--- config.mk ---
export PLATFORM = sky130hd
export DESIGN_NAME = uart_rx_oversampled
export DESIGN_NICKNAME = d
export VERILOG_FILES = /design/src/rtl/uart_pkg.sv /design/src/rtl/uart_rx_tickgen.sv /design/src/rtl/uart_rx_oversampled.sv
export SDC_FILE = /design/constraint.sdc
export NUM_CORES = 1
export LEC_CHECK = 0
export CORE_MARGIN = 3
export CORE_UTILIZATION = 40
export DETAILED_ROUTE_END_ITERATION = 8
export DONT_BUFFER_PORTS = 1
export SETUP_SLACK_MARGIN = 0.2
export SYNTH_ARGS = -nofsm -noshare
export SYNTH_HDL_FRONTEND = slang
export SYNTH_HIERARCHICAL = 1
export SYNTH_SLANG_ARGS = --single-unit
export TNS_END_PERCENT = 100
--- constraint.sdc ---
create_clock -name clk -period 4.2 [get_ports clk]
set_input_delay 0.42 -clock clk [delete_from_list [all_inputs] [get_ports clk]]
set_output_delay 0.42 -clock clk [all_outputs]
set_load 0.01 [all_outputs]
--- src/rtl/uart_pkg.sv ---
// Shared definitions for the oversampled UART receiver: receiver states, data width
// and the constant functions that size the baud-tick phase accumulator.
package uart_pkg;

    localparam int UART_DATA_BITS = 8;

    typedef enum logic [2:0] {
        ST_IDLE  = 3'd0,
        ST_START = 3'd1,
        ST_DATA  = 3'd2,
        ST_STOP  = 3'd3,
        ST_BREAK = 3'd4
    } rx_state_t;

    // Wide enough that the tick-period error stays well below one percent.
    function automatic int acc_width(input longint clk_freq, input longint baud);
        return $clog2(clk_freq / baud) + 8;
    endfunction

    function automatic longint acc_increment(input longint clk_freq, input longint baud,
                                             input longint oversampling, input int width);
        longint num;
        num = (baud * oversampling) << width;
        return (num + clk_freq / 2) / clk_freq;
    endfunction

endpackage

--- src/rtl/uart_rx_tickgen.sv ---
// Free-running phase accumulator producing a one-clock tick at Baud*Oversampling.
// The tick is the registered carry out of the accumulator.
module uart_rx_tickgen
    import uart_pkg::*;
#(
    parameter int ClkFrequency = 50000000,
    parameter int Baud         = 115200,
    parameter int Oversampling = 8
) (
    input  logic clk,
    input  logic rst,
    output logic tick
);

    localparam int acc_bits = acc_width(longint'(ClkFrequency), longint'(Baud));
    localparam longint acc_step = acc_increment(longint'(ClkFrequency), longint'(Baud),
                                                longint'(Oversampling), acc_bits);
    localparam logic [acc_bits:0] inc = acc_step[acc_bits:0];

    logic [acc_bits:0] acc;

    always_ff @(posedge clk or negedge rst) begin
        if (!rst) begin
            acc <= '0;
        end else begin
            acc <= {1'b0, acc[acc_bits-1:0]} + inc;
        end
    end

    assign tick = acc[acc_bits];

endmodule

--- src/rtl/uart_rx_oversampled.sv ---
// 8N1 LSB-first UART receiver with 2-flop synchroniser, 3-sample majority voter,
// mid-stop-bit decision, framing-error/break handling and a line-idle detector.
module uart_rx_oversampled
    import uart_pkg::*;
#(
    parameter int ClkFrequency = 50000000,
    parameter int Baud         = 115200,
    parameter int Oversampling = 8
) (
    input  logic                      clk,
    input  logic                      rst,
    input  logic                      RxD,
    output logic [UART_DATA_BITS-1:0] RxD_data,
    output logic                      RxD_data_ready,
    output logic                      RxD_frame_err,
    output logic                      RxD_busy,
    output logic                      RxD_idle
);

    localparam logic [3:0] cnt_half   = 4'(Oversampling / 2 - 1);
    localparam logic [3:0] cnt_full   = 4'(Oversampling - 1);
    localparam logic [2:0] idx_last   = 3'(UART_DATA_BITS - 1);
    localparam int         phase_bits = $clog2(Oversampling);
    localparam logic [phase_bits-1:0] phase_last = phase_bits'(Oversampling - 1);

    logic                      tick;
    logic                      sync1;
    logic                      sync2;
    logic [2:0]                samples;
    logic                      maj;
    rx_state_t                 state;
    rx_state_t                 state_next;
    logic [3:0]                cnt;
    logic [2:0]                idx;
    logic [UART_DATA_BITS-1:0] shift;
    logic [phase_bits-1:0]     phase;
    logic [7:0]                high_bits;
    logic                      cnt_clear;
    logic                      cnt_inc;
    logic                      idx_clear;
    logic                      shift_en;
    logic                      data_load;
    logic                      err_set;

    uart_rx_tickgen #(
        .ClkFrequency (ClkFrequency),
        .Baud         (Baud),
        .Oversampling (Oversampling)
    ) u_tickgen (
        .clk  (clk),
        .rst  (rst),
        .tick (tick)
    );

    always_ff @(posedge clk or negedge rst) begin
        if (!rst) begin
            sync1   <= 1'b1;
            sync2   <= 1'b1;
            samples <= 3'b111;
        end else begin
            sync1 <= RxD;
            sync2 <= sync1;
            if (tick) begin
                samples <= {samples[1:0], sync2};
            end
        end
    end

    assign maj = (samples[0] & samples[1]) | (samples[1] & samples[2]) | (samples[0] & samples[2]);

    always_ff @(posedge clk or negedge rst) begin
        if (!rst) begin
            state <= ST_IDLE;
        end else begin
            state <= state_next;
        end
    end

    always_comb begin
        state_next = state;
        if (tick) begin
            case (state)
                ST_IDLE:  if (!sync2) state_next = ST_START;
                ST_START: if (cnt == cnt_half) state_next = maj ? ST_IDLE : ST_DATA;
                ST_DATA:  if (cnt == cnt_full && idx == idx_last) state_next = ST_STOP;
                ST_STOP:  if (cnt == cnt_full) state_next = maj ? ST_IDLE : ST_BREAK;
                ST_BREAK: if (maj) state_next = ST_IDLE;
                default:  state_next = ST_IDLE;
            endcase
        end
    end

    always_comb begin
        RxD_busy  = (state != ST_IDLE);
        cnt_clear = 1'b0;
        cnt_inc   = 1'b0;
        idx_clear = 1'b0;
        shift_en  = 1'b0;
        data_load = 1'b0;
        err_set   = 1'b0;
        if (tick) begin
            case (state)
                ST_START: begin
                    if (cnt == cnt_half) begin
                        cnt_clear = 1'b1;
                        idx_clear = 1'b1;
                    end else begin
                        cnt_inc = 1'b1;
                    end
                end
                ST_DATA: begin
                    if (cnt == cnt_full) begin
                        cnt_clear = 1'b1;
                        shift_en  = 1'b1;
                    end else begin
                        cnt_inc = 1'b1;
                    end
                end
                ST_STOP: begin
                    if (cnt == cnt_full) begin
                        cnt_clear = 1'b1;
                        data_load = maj;
                        err_set   = !maj;
                    end else begin
                        cnt_inc = 1'b1;
                    end
                end
                default: cnt_clear = 1'b1;
            endcase
        end
    end

    // Strobes are registered straight from the decision, so they self-clear next clock.
    always_ff @(posedge clk or negedge rst) begin
        if (!rst) begin
            cnt            <= '0;
            idx            <= '0;
            shift          <= '0;
            RxD_data       <= '0;
            RxD_data_ready <= 1'b0;
            RxD_frame_err  <= 1'b0;
        end else begin
            RxD_data_ready <= data_load;
            RxD_frame_err  <= err_set;
            if (cnt_clear) begin
                cnt <= '0;
            end else if (cnt_inc) begin
                cnt <= cnt + 4'd1;
            end
            if (idx_clear) begin
                idx <= '0;
            end else if (shift_en) begin
                idx <= idx + 3'd1;
            end
            if (shift_en) begin
                shift <= {maj, shift[UART_DATA_BITS-1:1]};
            end
            if (data_load) begin
                RxD_data <= shift;
            end
        end
    end

    // Bit phase realigns on every low sample, so high-bit counts land near bit centres.
    always_ff @(posedge clk or negedge rst) begin
        if (!rst) begin
            phase     <= '0;
            high_bits <= '0;
        end else if (tick) begin
            if (!maj) begin
                phase     <= '0;
                high_bits <= '0;
            end else begin
                phase <= phase + phase_bits'(1);
                if (phase == phase_last && high_bits != 8'hFF) begin
                    high_bits <= high_bits + 8'd1;
                end
            end
        end
    end

    assign RxD_idle = (high_bits >= 8'd10);

endmodule
==> results of run 1 <==
[registers in the layout (all words and copies together) (netlist names)]
register	cells
u_tickgen/acc	14
cnt	4
sync2	1
high_bits	8
state	3
phase	3
sync1	1
idx	3
RxD_frame_err	1
RxD_data_ready	1
shift	8
samples	3
RxD_data	8
[placed cells by master (no fill, tap or decap), drive strengths merged, types with 6 or more instances in the layout]
cell type / n
inv: 16
o21ai: 17
mux2: 19
xor2: 6
nand3: 14
nand2: 17
clkbuf: 9
xnor2: 6
dfrtp: 53
nor2: 8
ha: 8
a21oi: 9
[power groups by stage]
stage / combinational (W) / sequential [W] / clock [W]
6_report: 0.0000150 / 0.000561 / 0.000650
3_3_place_gp: 0.000000722 / 0.000571 / 0
3_5_place_dp: 0.000000725 / 0.000571 / 0
5_1_grt: 0.0000174 / 0.000560 / 0.000689
2_1_floorplan: 0.000000625 / 0.000571 / 0
4_1_cts: 0.0000164 / 0.000560 / 0.000662
[logic make-up after synthesis]
family | synth area share
adders and majority gates | 0.04042
AOI/OAI and AO/OA | 0.1277
buffers and inverters | 0.03720
xor gates and xnor gates | 0.03858
and+or+nand+nor | 0.1337
DFF | 0.5351
muxes | 0.08727
[final timing paths]
check                                to
max                            state[0]
min reg2reg                       sync2
max in group asynchronous    samples[0]
min                               sync1
min in group asynchronous  high_bits[1]
max reg2reg                    state[0]
[critical path, cell delays in order, from the launching register on]
cell	delay [ns]
sky130_fd_sc_hd__dfrtp_1	0.40
sky130_fd_sc_hd__ha_1	0.23
sky130_fd_sc_hd__and3b_1	0.27
sky130_fd_sc_hd__o32ai_4	0.36
sky130_fd_sc_hd__nand2b_4	0.21
sky130_fd_sc_hd__mux2_4	0.29
[through the flow]
| stage | area (um^2) | utilization | total power (W) |
|---|---|---|---|
| after detailed placement | 2779 | 0.4303 | 0.0005720 |
| after floorplan | 2724 | - | 0.0005718 |
| final | 3065 | 0.4746 | 0.001226 |
| after global placement | 2779 | 0.4303 | 0.0005721 |
| after CTS | 3065 | 0.4746 | 0.001239 |
| after global routing | 3065 | 0.4746 | 0.001267 |
[per-layer routing]
metal | global-route usage | vias to the layer above | wire, um
li1 | - | 863 | -
met1 | 0.1834 | 853 | 2357
met2 | 0.1999 | 22 | 2082
met3 | 0.03259 | 7 | 141
met4 | 0.06868 | 0 | 82
met5 | 0 | - | 0
[area by class of cell]
cell class | count | area [um^2]
Timing Repair Buffer | 3 | 45.04
Sequential cell | 58 | 1458
Tap cell | 77 | 96.34
Clock inverter | 7 | 125.1
Fill cell | 600 | 3393
Inverter | 14 | 52.55
Clock buffer | 9 | 123.9
Multi-Input combinational cell | 156 | 1165
==> results.txt, run 1 <==
The run finished with clean final reports. Synthesis produced 235 cells. The ratio of cells with drive above 1 in the final layout is 0.2186.

Summed over all nets, the switching power comes to 0.0002618 W. The critical path is of the flop to flop type. For the final routed database, the setup TNS stands at 0 ns. After clock tree synthesis, the clock-pin slew on the worst setup and hold paths is 0.07 ns.

The count of cells resized by post-cts repair is 0, and the number of placed I/O pins is 15. The run gives 0 as the number of antenna violations at the first check in global routing. The proportion of power drawn by the clock network was 0.530. For the global-route wire length before repair, the log shows 8211 um.

The cell-internal power came out at 0.0009638 W. The switching portion of total power came out at 0.2136. The required time of the worst setup path is 4.43 ns. Worst min-delay path category: input port to flop. In this run the clock root is driven by a sky130_fd_sc_hd__clkbuf_8. Initial cell density of the core: 0.4217. The sequential share of power came out at 0.457. The CTS H-tree depth came out at 3. For the post-detailed-placement half-perimeter wirelength, the log shows 2921 um. The die is 88.52 um wide. After detailed routing, the number of vias per cell comes to 5.386.

The net count of the finished layout was 253; the relative contribution of combinational cells to total power was 0.012. The most frequent cell after synthesis was sky130_fd_sc_hd__dfrtp_1. The count of flip-flops with a built-in enable after synthesis was 0; the number of placed instances, taps included was 306.

Clock latency on the worst-skew pair, taken at its later pin, is 0.34 ns. The logs give 0.4596 for the normalized max-slew margin and 57 for the number of library cell types mapped by synthesis. The number of pins exceeding their max-slew limit in the final report is 0, and the port buffer count is 0.

In this run the most critical hold path is launched from RxD. For this run, design rule violations remaining after detail routing come to 0. Hold timing on the final database bottoms out at a slack of 0.07080 ns. The run gives 0.1346 as the overall global routing resource usage. For the worst setup path, the data arrival time is 2.11 ns. The Yosys step of the flow raised 6 warnings. Total wirelength of the detailed-routed design: 4664 um. The die area is 7836 um^2.

Yosys attributes the largest share of cell area to sky130_fd_sc_hd__dfrtp_1 49%, sky130_fd_sc_hd__mux2_2 7.4%, sky130_fd_sc_hd__dfstp_2 4.8%. Summing every instance area after synthesis gives 2724 um^2. The tools report the launching element type of the critical path as a flop. Before antenna repair, the detailed router went through 4 iterations. The detailed router finished its first iteration with 44 violations. The total of hold buffers inserted after clock tree synthesis was 2; the clock skew was 0.006681 ns. The total power divided by cell area was 399.8 nW/um^2; the synthesized area divided by synthesized cell count was 11.59 um^2.

VDD sags by at most 250.8 uV. Setup violations remaining at the end of the flow were counted as 0. The leakage power summed over all cells was 1.389 nW. The top flip-flop cell by instance count after synthesis was sky130_fd_sc_hd__dfrtp_1. For the maximum number of pins on one net before global-route repair, the log shows 59. The tools report the critical path capture point type as a flop. Setup slack on the critical path of the routed design comes to 2.323 ns. The via count of the first global-routing pass was 1738. Counting along the longest clock path gives a buffer depth of 2. The time the final worst path needs with I/O delays and setup came out at 1.877 ns. The register bit count reported by yosys is 58. Via count: 1745. The maximum fanout count along the critical path is 8, and the number of cells in the finished layout apart from fillers is 324.

Once detail routing completed, the nets flagged for antenna violations numbered 0. The fraction of the yosys area taken by sequential cells is 0.5351, and the average routed wire per standard cell is 14.40 um. Summed over all layers, the global routing overflow is 0. The region available for standard cell placement spans 6459 um^2.

The register-to-register path setup slack is 2.32 ns, and the depth of the worst register-to-register path is 5. In this run the core area contains 29 standard-cell rows. The congestion estimate from routability-driven global placement came to 0.7779.

Count of clock tree sinks: 58. The share of the cycle needed by the critical path after routing is 0.4469, and the area fraction of the dominant cell type after synthesis is 0.4869. Counting instances in the post-synthesis netlist gives the leading cell types as 53 x sky130_fd_sc_hd__dfrtp_1, 18 x sky130_fd_sc_hd__mux2_2, 17 x sky130_fd_sc_hd__nand2_1, 17 x sky130_fd_sc_hd__o21ai_0, 14 x sky130_fd_sc_hd__inv_1.

The run gives 0 as the number of failing hold endpoints at the final stage. The post-CTS setup-driven buffer insertion count was 0; the number of clock buffers inserted by TritonCTS was 9. For the pin with the worst max-slew slack, the measured transition is 0.8022 ns. TritonCTS built the clock tree. Setup repair after global routing left no endpoint under its margin.

Die outline height: 88.52 um. 0 antenna diodes ended up in the layout. The fraction of synthesis flops using an asynchronous set or reset pin was 1.000. Across the run, the number of max-cap violations was 0. Static timing analysis puts the maximum clock frequency at 532.8 MHz. Prior to clock tree synthesis, the placed netlist has a worst setup slack of 2.323 ns. Number of cells on the worst hold path: 0.

The beginning of the critical path is cnt[0]. Of all cell types, the one taking the most synthesized area is sky130_fd_sc_hd__dfrtp_1. The startpoint of the worst-slack reg-to-reg timing path was cnt[0]. Relative to the synthesized area, the layout overhead comes to 12.54%.

When the netlist entered floorplanning its net count stood at 246.
Power figures use the tool's default switching activity.
==> inputs of run 2 (changes only) <==
--- a/config.mk
+++ b/config.mk
@@ -5,6 +5,7 @@
 export SDC_FILE = /design/constraint.sdc
 export NUM_CORES = 1
 export LEC_CHECK = 0
+export ABC_AREA = 1
 export CORE_MARGIN = 3
 export CORE_UTILIZATION = 40
 export DETAILED_ROUTE_END_ITERATION = 8
==> constraint.sdc (replaced) <==
create_clock -name clk -period 1.89 [get_ports clk]
set_input_delay 0.189 -clock clk [delete_from_list [all_inputs] [get_ports clk]]
set_output_delay 0.189 -clock clk [all_outputs]
set_load 0.01 [all_outputs]
==> results.txt, run 2 <==
For the pin with the worst max-slew slack, the measured transition is 0.3263 ns. The congestion estimate from routability-driven global placement came to 0.7948. Fraction of synthesis flops using an asynchronous set or reset pin: 1.000. In this run the worst hold path is classified as flop to flop.

Among all cell types in the netlist, the one instantiated most often is sky130_fd_sc_hd__nand2_1. Dividing total power by cell area gives a power density of 733.9 nW/um^2. The routed design has 5056 um of wire. When the netlist entered floorplanning its net count stood at 348. STA classifies the critical path startpoint as a flop. The register with the most flip-flops in the layout has 14 of them. The share of the cycle needed by the critical path after routing came out at 0.8307. The flow ran to the end, and the final reports show no timing, DRC or antenna violations. The required time of the worst setup path is 1.70 ns, and the maximum fanout count along the critical path is 5. More flip-flops sit in one register than any other, and that register is u_tickgen/acc. The tools report the overflow left after global routing as 0.

The critical path is of the flop to output pin type. The tools report the initial cell density of the core as 0.4214. The floorplan step set the die height to 91.54 um. The register bit count reported by yosys is 58. The die span in x was 91.54 um; the time the final worst path needs with I/O delays and setup was 1.570 ns. Setup repair after global routing left no endpoint under its margin. The run gives 0.4981 as the fraction of the yosys area taken by sequential cells.

The number of antenna violations at the first check in global routing is 0. Based on the critical path, the design can be clocked at up to 637.0 MHz. The worst setup path is captured at an output pin.

The worst register-to-register path begins at high_bits[0]. Sorting the synthesized cells by area gives the leading types as sky130_fd_sc_hd__dfrtp_1 45%, sky130_fd_sc_hd__nand2_1 15%, sky130_fd_sc_hd__o21ai_2 4.8%. The first-iteration detailed-routing DRC count came out at 74.

The cell area that synthesis handed to floorplanning was 2927 um^2. Entering global routing, the biggest net connects 59 pins. After detailed placement, the design holds a cell count of 429.

The area growth from synthesis to layout is 11.67%. Per-cell via count in the routed design: 4.682. For the worst setup path, the data arrival time is 1.38 ns. Setup violations remaining at the end of the flow were counted as 0. Counting instances in the post-synthesis netlist gives the leading cell types as 116 x sky130_fd_sc_hd__nand2_1, 53 x sky130_fd_sc_hd__dfrtp_1, 30 x sky130_fd_sc_hd__inv_1. For the normalized max-slew margin, the log shows 0.7805. Top flip-flop cell by instance count after synthesis: sky130_fd_sc_hd__dfrtp_1.

The region available for standard cell placement spans 6944 um^2. The run gives 0 as the antenna cell count. The area fraction of the dominant cell type after synthesis is 0.4532. TritonCTS built the clock tree. The synthesized area divided by synthesized cell count is 8.684 um^2, and the leakage power summed over all cells is 1.611 nW. The number of pins exceeding their max-slew limit in the final report was 0. The end of the worst register-to-register path is high_bits[1]. The run gives 3007 um^2 as the area after detailed placement.

The library cells used most frequently in the layout, excluding fill and tap cells, are 116 x sky130_fd_sc_hd__nand2_1, 53 x sky130_fd_sc_hd__dfrtp_1, 30 x sky130_fd_sc_hd__inv_1, 25 x sky130_fd_sc_hd__nand3_1, 23 x sky130_fd_sc_hd__nor2_1. Counting the buffers created by CTS gives 9. After clock tree synthesis, the clock-pin slew on the worst setup and hold paths is 0.07 ns. Row generation in the floorplan step produced 30 rows. The wire-length estimate of the detail-placed layout is 3447 um. Number of placed I/O pins: 15. For the via count of the first global-routing pass, the log shows 2006. The ratio of cells with drive above 1 in the final layout is 0.1898. The CTS H-tree depth is 3. Port buffer count: 0. The depth of the worst register-to-register path came out at 8.

For the final database, setup skew stands at 0.007759 ns. The tree is rooted in a sky130_fd_sc_hd__clkbuf_8. First-pass iteration count of the detailed router: 4. Destination of the worst hold path: sync2. The average routed wire per standard cell came out at 11.26 um. In the routed design, unresolved DRC markers number 0.

The tools report the hold path startpoint as sync1. The netlist uses 33 different library cells. Across the VDD grid, the largest voltage drop is 369.7 uV.

Synthesis produced 337 cells. The final design instance area without fill was 3268 um^2; the clock latency at the later pin of the worst-skew pair was 0.34 ns. The library cell used most frequently in the layout, excluding fill and tap cells, is sky130_fd_sc_hd__nand2_1. The die covers 8379 um^2. The number of failing hold endpoints at the final stage was 0. The maximum buffer depth of the clock tree is 2, and the register-to-register path setup slack is 0.39 ns.

The logs give 0.4706 for the final design utilization and 0 for the count of nets left with antenna violations after detail routing. Yosys mapped a number of flops with a built-in enable equal to 0. The Yosys step of the flow raised 6 warnings.

Detailed routing inserted a total of 2102 vias. For the number of cells in the finished layout apart from fillers, the log shows 449. For the final routed database, the setup TNS stands at 0 ns. The first global-routing pass estimated 8956 um of wire. The worst hold path passes through 0 cells.

The overall global routing resource usage is 0.1336, and the number of max-cap violations is 0. The largest total area in the synthesized netlist belongs to sky130_fd_sc_hd__dfrtp_1. The net count of the finished layout was 359.

For the count of clock tree sinks, the log shows 58.
## run 2: kinds of logic (layout without fill, tap and decap cells)
group | Yosys count | in the layout | synth area share
buf+inv | 40 | 56 | 0.06327
fa+ha+maj | 8 | 8 | 0.03420
flops | 58 | 58 | 0.4981
xor+xnor | 8 | 8 | 0.02651
simple gates | 194 | 194 | 0.3065
compound gates | 29 | 29 | 0.07140
## run 2: what timing repair did
action / in CTS / in global routing
setup buffers: 0 / 1
setup endpoints to repair: 0 / 3
hold buffers: 3 / 0
resized for setup: 0 / 1
hold endpoints to repair: 59 / 0
## run 2: worst max-delay path, cell delays in order, from the launching register on
cell and delay [ns]:
sky130_fd_sc_hd__dfrtp_1 0.43, sky130_fd_sc_hd__inv_1 0.10, sky130_fd_sc_hd__ha_1 0.21, sky130_fd_sc_hd__nor3_1 0.18, sky130_fd_sc_hd__o21ai_1 0.13
## run 2: how the worst max path moves through the flow
stage	cells past startpoint	slack (ns)	end	startpoint
6_report	4	0.32	RxD_idle	high_bits[0]
5_1_grt	4	0.22	RxD_idle	high_bits[0]
4_1_cts	4	0.23	RxD_idle	high_bits[0]
3_5_place_dp	6	0.34	RxD_data[7]	cnt[0]
3_3_place_gp	8	0.39	high_bits[1]	high_bits[0]
2_1_floorplan	7	0.52	RxD_data[5]	cnt[0]
## run 2: final cells by class
cell class / instances / area [um^2]
well taps: 96 / 120.1
flip-flops and latches: 58 / 1458
repair buffers: 6 / 82.58
clock inverters: 7 / 70.07
multi-input cells: 239 / 1284
inverters: 34 / 130.1
clock buffers: 9 / 123.9
fillers: 656 / 3676
## run 2: power by group
part	internal (W)	switching, W	leakage [nW]
combinational	0.00000912	0.0000246	0.776
clock	0.000602	0.000516	0.0873
sequential	0.00125	0.00000107	0.749
total	0.00186	0.000542	1.61
## run 2: metrics by stage
stage | hold slack [ns] | power, W | setup slack, ns
finish | 0.3611 | 0.002399 | 0.3200
global route | 0.3664 | 0.002488 | 0.2176
CTS | 0.3632 | 0.002435 | 0.2330
detailed placement | -0.1053 | 0.001270 | 0.3371
global placement | -0.1054 | 0.001270 | 0.3856
floorplan | -0.1066 | 0.001270 | 0.5207
## run 2: routing by layer
layer	vias up	track usage	wire [um]
met5	-	0	0
met4	0	0.04899	62
met3	8	0.04722	225
met2	34	0.2051	2263
met1	976	0.1732	2505
li1	1084	-	-
==> inputs of run 3 (changes only) <==
==> constraint.sdc (replaced) <==
create_clock -name clk -period 1.5 [get_ports clk]
set_input_delay 0.15 -clock clk [delete_from_list [all_inputs] [get_ports clk]]
set_output_delay 0.15 -clock clk [all_outputs]
set_load 0.01 [all_outputs]
==> results.txt, run 3 (same netlist as run 2, synthesis figures left out) <==
Along the worst path, the maximum fanout reaches 2. In the final timing run, aggregate negative setup slack is 0 ns. Slew at the pin closest to its max-slew limit: 0.2940 ns. The run gives 0.4214 as the initial cell density of the core. The die span in x came out at 91.54 um. The run gives 0.13 ns as the register-to-register path setup slack.

In this run the static leakage power is 1.750 nW. The average routed wire per standard cell was 12.51 um. The first global-routing pass estimated 10150 um of wire. In the final design database the tool counted 378 nets. The top cell types in the final layout, fill and taps aside, are 92 x sky130_fd_sc_hd__nand2_1, 50 x sky130_fd_sc_hd__dfrtp_1, 26 x sky130_fd_sc_hd__inv_1, 21 x sky130_fd_sc_hd__nand3_1, 20 x sky130_fd_sc_hd__nor2_1.

The first routing iteration left 94 violations. The worst setup path is launched from a flop. The register with the most flip-flops in the layout has 14 of them. The ratio of cells with drive above 1 in the final layout is 0.3602. In the routed layout, each cell is associated on average with a via count of 4.844. The flow ran to the end, but the final reports show violations. The tools report the post-detailed-placement half-perimeter wirelength as 3489 um. Among cell families on the critical path, the largest total delay comes from flip-flops.

The multi-input combinational cell area was 1624 um^2. Setup repair after global routing could not meet its margin everywhere. The critical path class is flop to output pin. The tools report the overall global routing resource usage as 0.1522.

The startpoint of the worst-slack reg-to-reg timing path is cnt[1]. The die outline height is 91.54 um. STA puts the critical path data required time at 1.35 ns. The run gives 0.001 as the relative contribution of combinational cells to total power.

TritonCTS built the clock tree. Counting I/O delays and the setup requirement, the final critical path takes 1.420 ns. The initialized floorplan defines 30 standard-cell rows. For the worst setup path, the data arrival time is 1.27 ns.

The run gives 15 as the number of placed I/O pins. The logs give 8379 um^2 for the die area and 0 for the antenna cell count. Power spread over the standard cell area amounts to 834.0 nW/um^2. The worst setup path is captured at an output pin. The final reports fail on negative hold slack. The run gives 2 as the maximum buffer depth of the clock tree. The total wirelength of the detailed-routed design is 5853 um.

The region available for standard cell placement spans 6944 um^2. For this design, the slowest cell found on the critical path is sky130_fd_sc_hd__dfrtp_1. After global routing the overflow that remains totals 0.

Worst path buffer plus inverter count: 2. The logs give 2182 for the via count of the first global-routing pass and -0.4986 ns for the hold slack. The number of inserted filler cells in the final layout is 592, and the number of max-cap violations is 0.

The normalized max-slew margin is 0.8040. The switching portion of total power was 0.1988. The final design utilization came out at 0.5488. Total of hold buffers inserted after clock tree synthesis: 1.

The tools report the sequential share of power as 0.494. The share of the cycle needed by the critical path after routing is 0.9464. Entering global routing, the biggest net connects 59 pins. The count of nets left with antenna violations once routing finished came out at 0.

The placed instances occupy a cell area of 3062 um^2. VDD sags by at most 494.3 uV. The clock latency at the later pin of the worst-skew pair is 0.34 ns. The tools report the cell at the root of the clock tree as sky130_fd_sc_hd__clkbuf_8. For this run, the slowest stage of the critical path takes 0.40 ns. More flip-flops sit in one register than any other, and that register is u_tickgen/acc. Leaving out fill and tap cells, the most frequent cell in the layout is sky130_fd_sc_hd__nand2_1. The logs give 2267 for the via count and 0 for the number of pins exceeding their max-slew limit in the final report.

The clock skew was 0.01110 ns. The proportion of power drawn by the clock network was 0.505. The run gives 0 as the number of antenna violations at the first check in global routing. The cell-internal power was 0.002547 W. The clock input transition at the sequential cells of the worst setup and hold paths is 0.07 ns.

The worst min-delay path category was input port to asynchronous set/reset pin. The run gives 0 as the number of failing setup endpoints in the final timing report. In the final layout, flip-flops and latches occupy 1461 um^2. The count of clock tree sinks is 58, and the port buffer count is 0. Relative to the synthesized area, the layout overhead comes to 30.23%.

The tools report the beginning of the critical path as high_bits[0]. TritonCTS created 9 clock buffers. The H-tree was split into 3 levels. Routability-driven placement finished with a final weighted congestion of 0.7761. Summed over all nets, the switching power comes to 0.0006319 W. Once layout is done, the placed cells without fillers occupy 3811 um^2. Traced cell by cell, the critical path runs through buf_6 > inv_4 > ha_4 > nor3_4 > o21ai_2.

The number of failing hold endpoints at the final stage is 58, and the highest attainable clock frequency is 704.4 MHz. After detailed routing, the number of remaining DRC violations is 0. Before antenna repair, the detailed router went through 6 iterations.
## run 3: changes by cell type in the layout (fill, tap and decap cells not counted), sizes merged
cell,previous run,this run
clkinvlp,4,1
clkbuf,9,12
inv,34,33
buf,4,20
bufinv,1,2
nand2,128,131
clkinv,2,3
dlygate4sd3,2,1
## run 3: final timing paths
| path | to | depth (start not counted) |
|---|---|---|
| worst max-delay path | RxD_idle | 5 |
| worst min-delay path | RxD_data[2] | 0 |
| worst max register to register | RxD_data[6] | 7 |
| worst min register to register | sync2 | 0 |
| max in group asynchronous | samples[2] | 0 |
| min in group clk | sync1 | 1 |
## run 3: cell type report
class | instances | share of cell area
repair buffers | 22 | 0.06467
multi-input cells | 242 | 0.4261
inverters | 34 | 0.03677
clock inverters | 5 | 0.02035
clock buffers | 11 | 0.03710
well taps | 96 | 0.03152
flip-flops and latches | 58 | 0.3835
## run 3: stage by stage
| step | setup WS (ns) | instances | power (W) |
|---|---|---|---|
| 5_1_grt | 0.01940 | 468 | 0.003272 |
| 4_1_cts | 0.05717 | 465 | 0.003221 |
| 6_report | 0.08033 | 468 | 0.003179 |
| 3_5_place_dp | 0.00005806 | 433 | 0.001601 |
| 3_3_place_gp | 0.06184 | 433 | 0.001601 |
| 2_1_floorplan | 0.1933 | 337 | 0.001600 |
## run 3: per-layer routing
metal  wire (um)  GRT usage  vias to the layer above
met1        2613     0.1995                     1075
met4         128    0.08543                        0
met3         278    0.03480                       11
met5           0          0                        -
met2        2832     0.2307                       52
li1            -          -                     1129
## run 3: power groups by stage
stage	clock network [W]	registers [W]	logic [W]
finish	0.00160	0.00157	0.00000300
floorplan	0	0.00160	0.000000781
global route	0.00170	0.00157	0.00000311
CTS	0.00165	0.00157	0.00000286
detailed placement	0	0.00160	0.000000832
global placement	0	0.00160	0.000000787
## run 3: repair_timing
| item | CTS | global route |
|---|---|---|
| hold endpoints to repair | 59 | 58 |
| pin swaps | 11 | 19 |
| gates cloned | 4 | 0 |
| endpoints found under the setup margin | 34 | 40 |
| resized for setup | 58 | 31 |
| setup buffers | 11 | 3 |
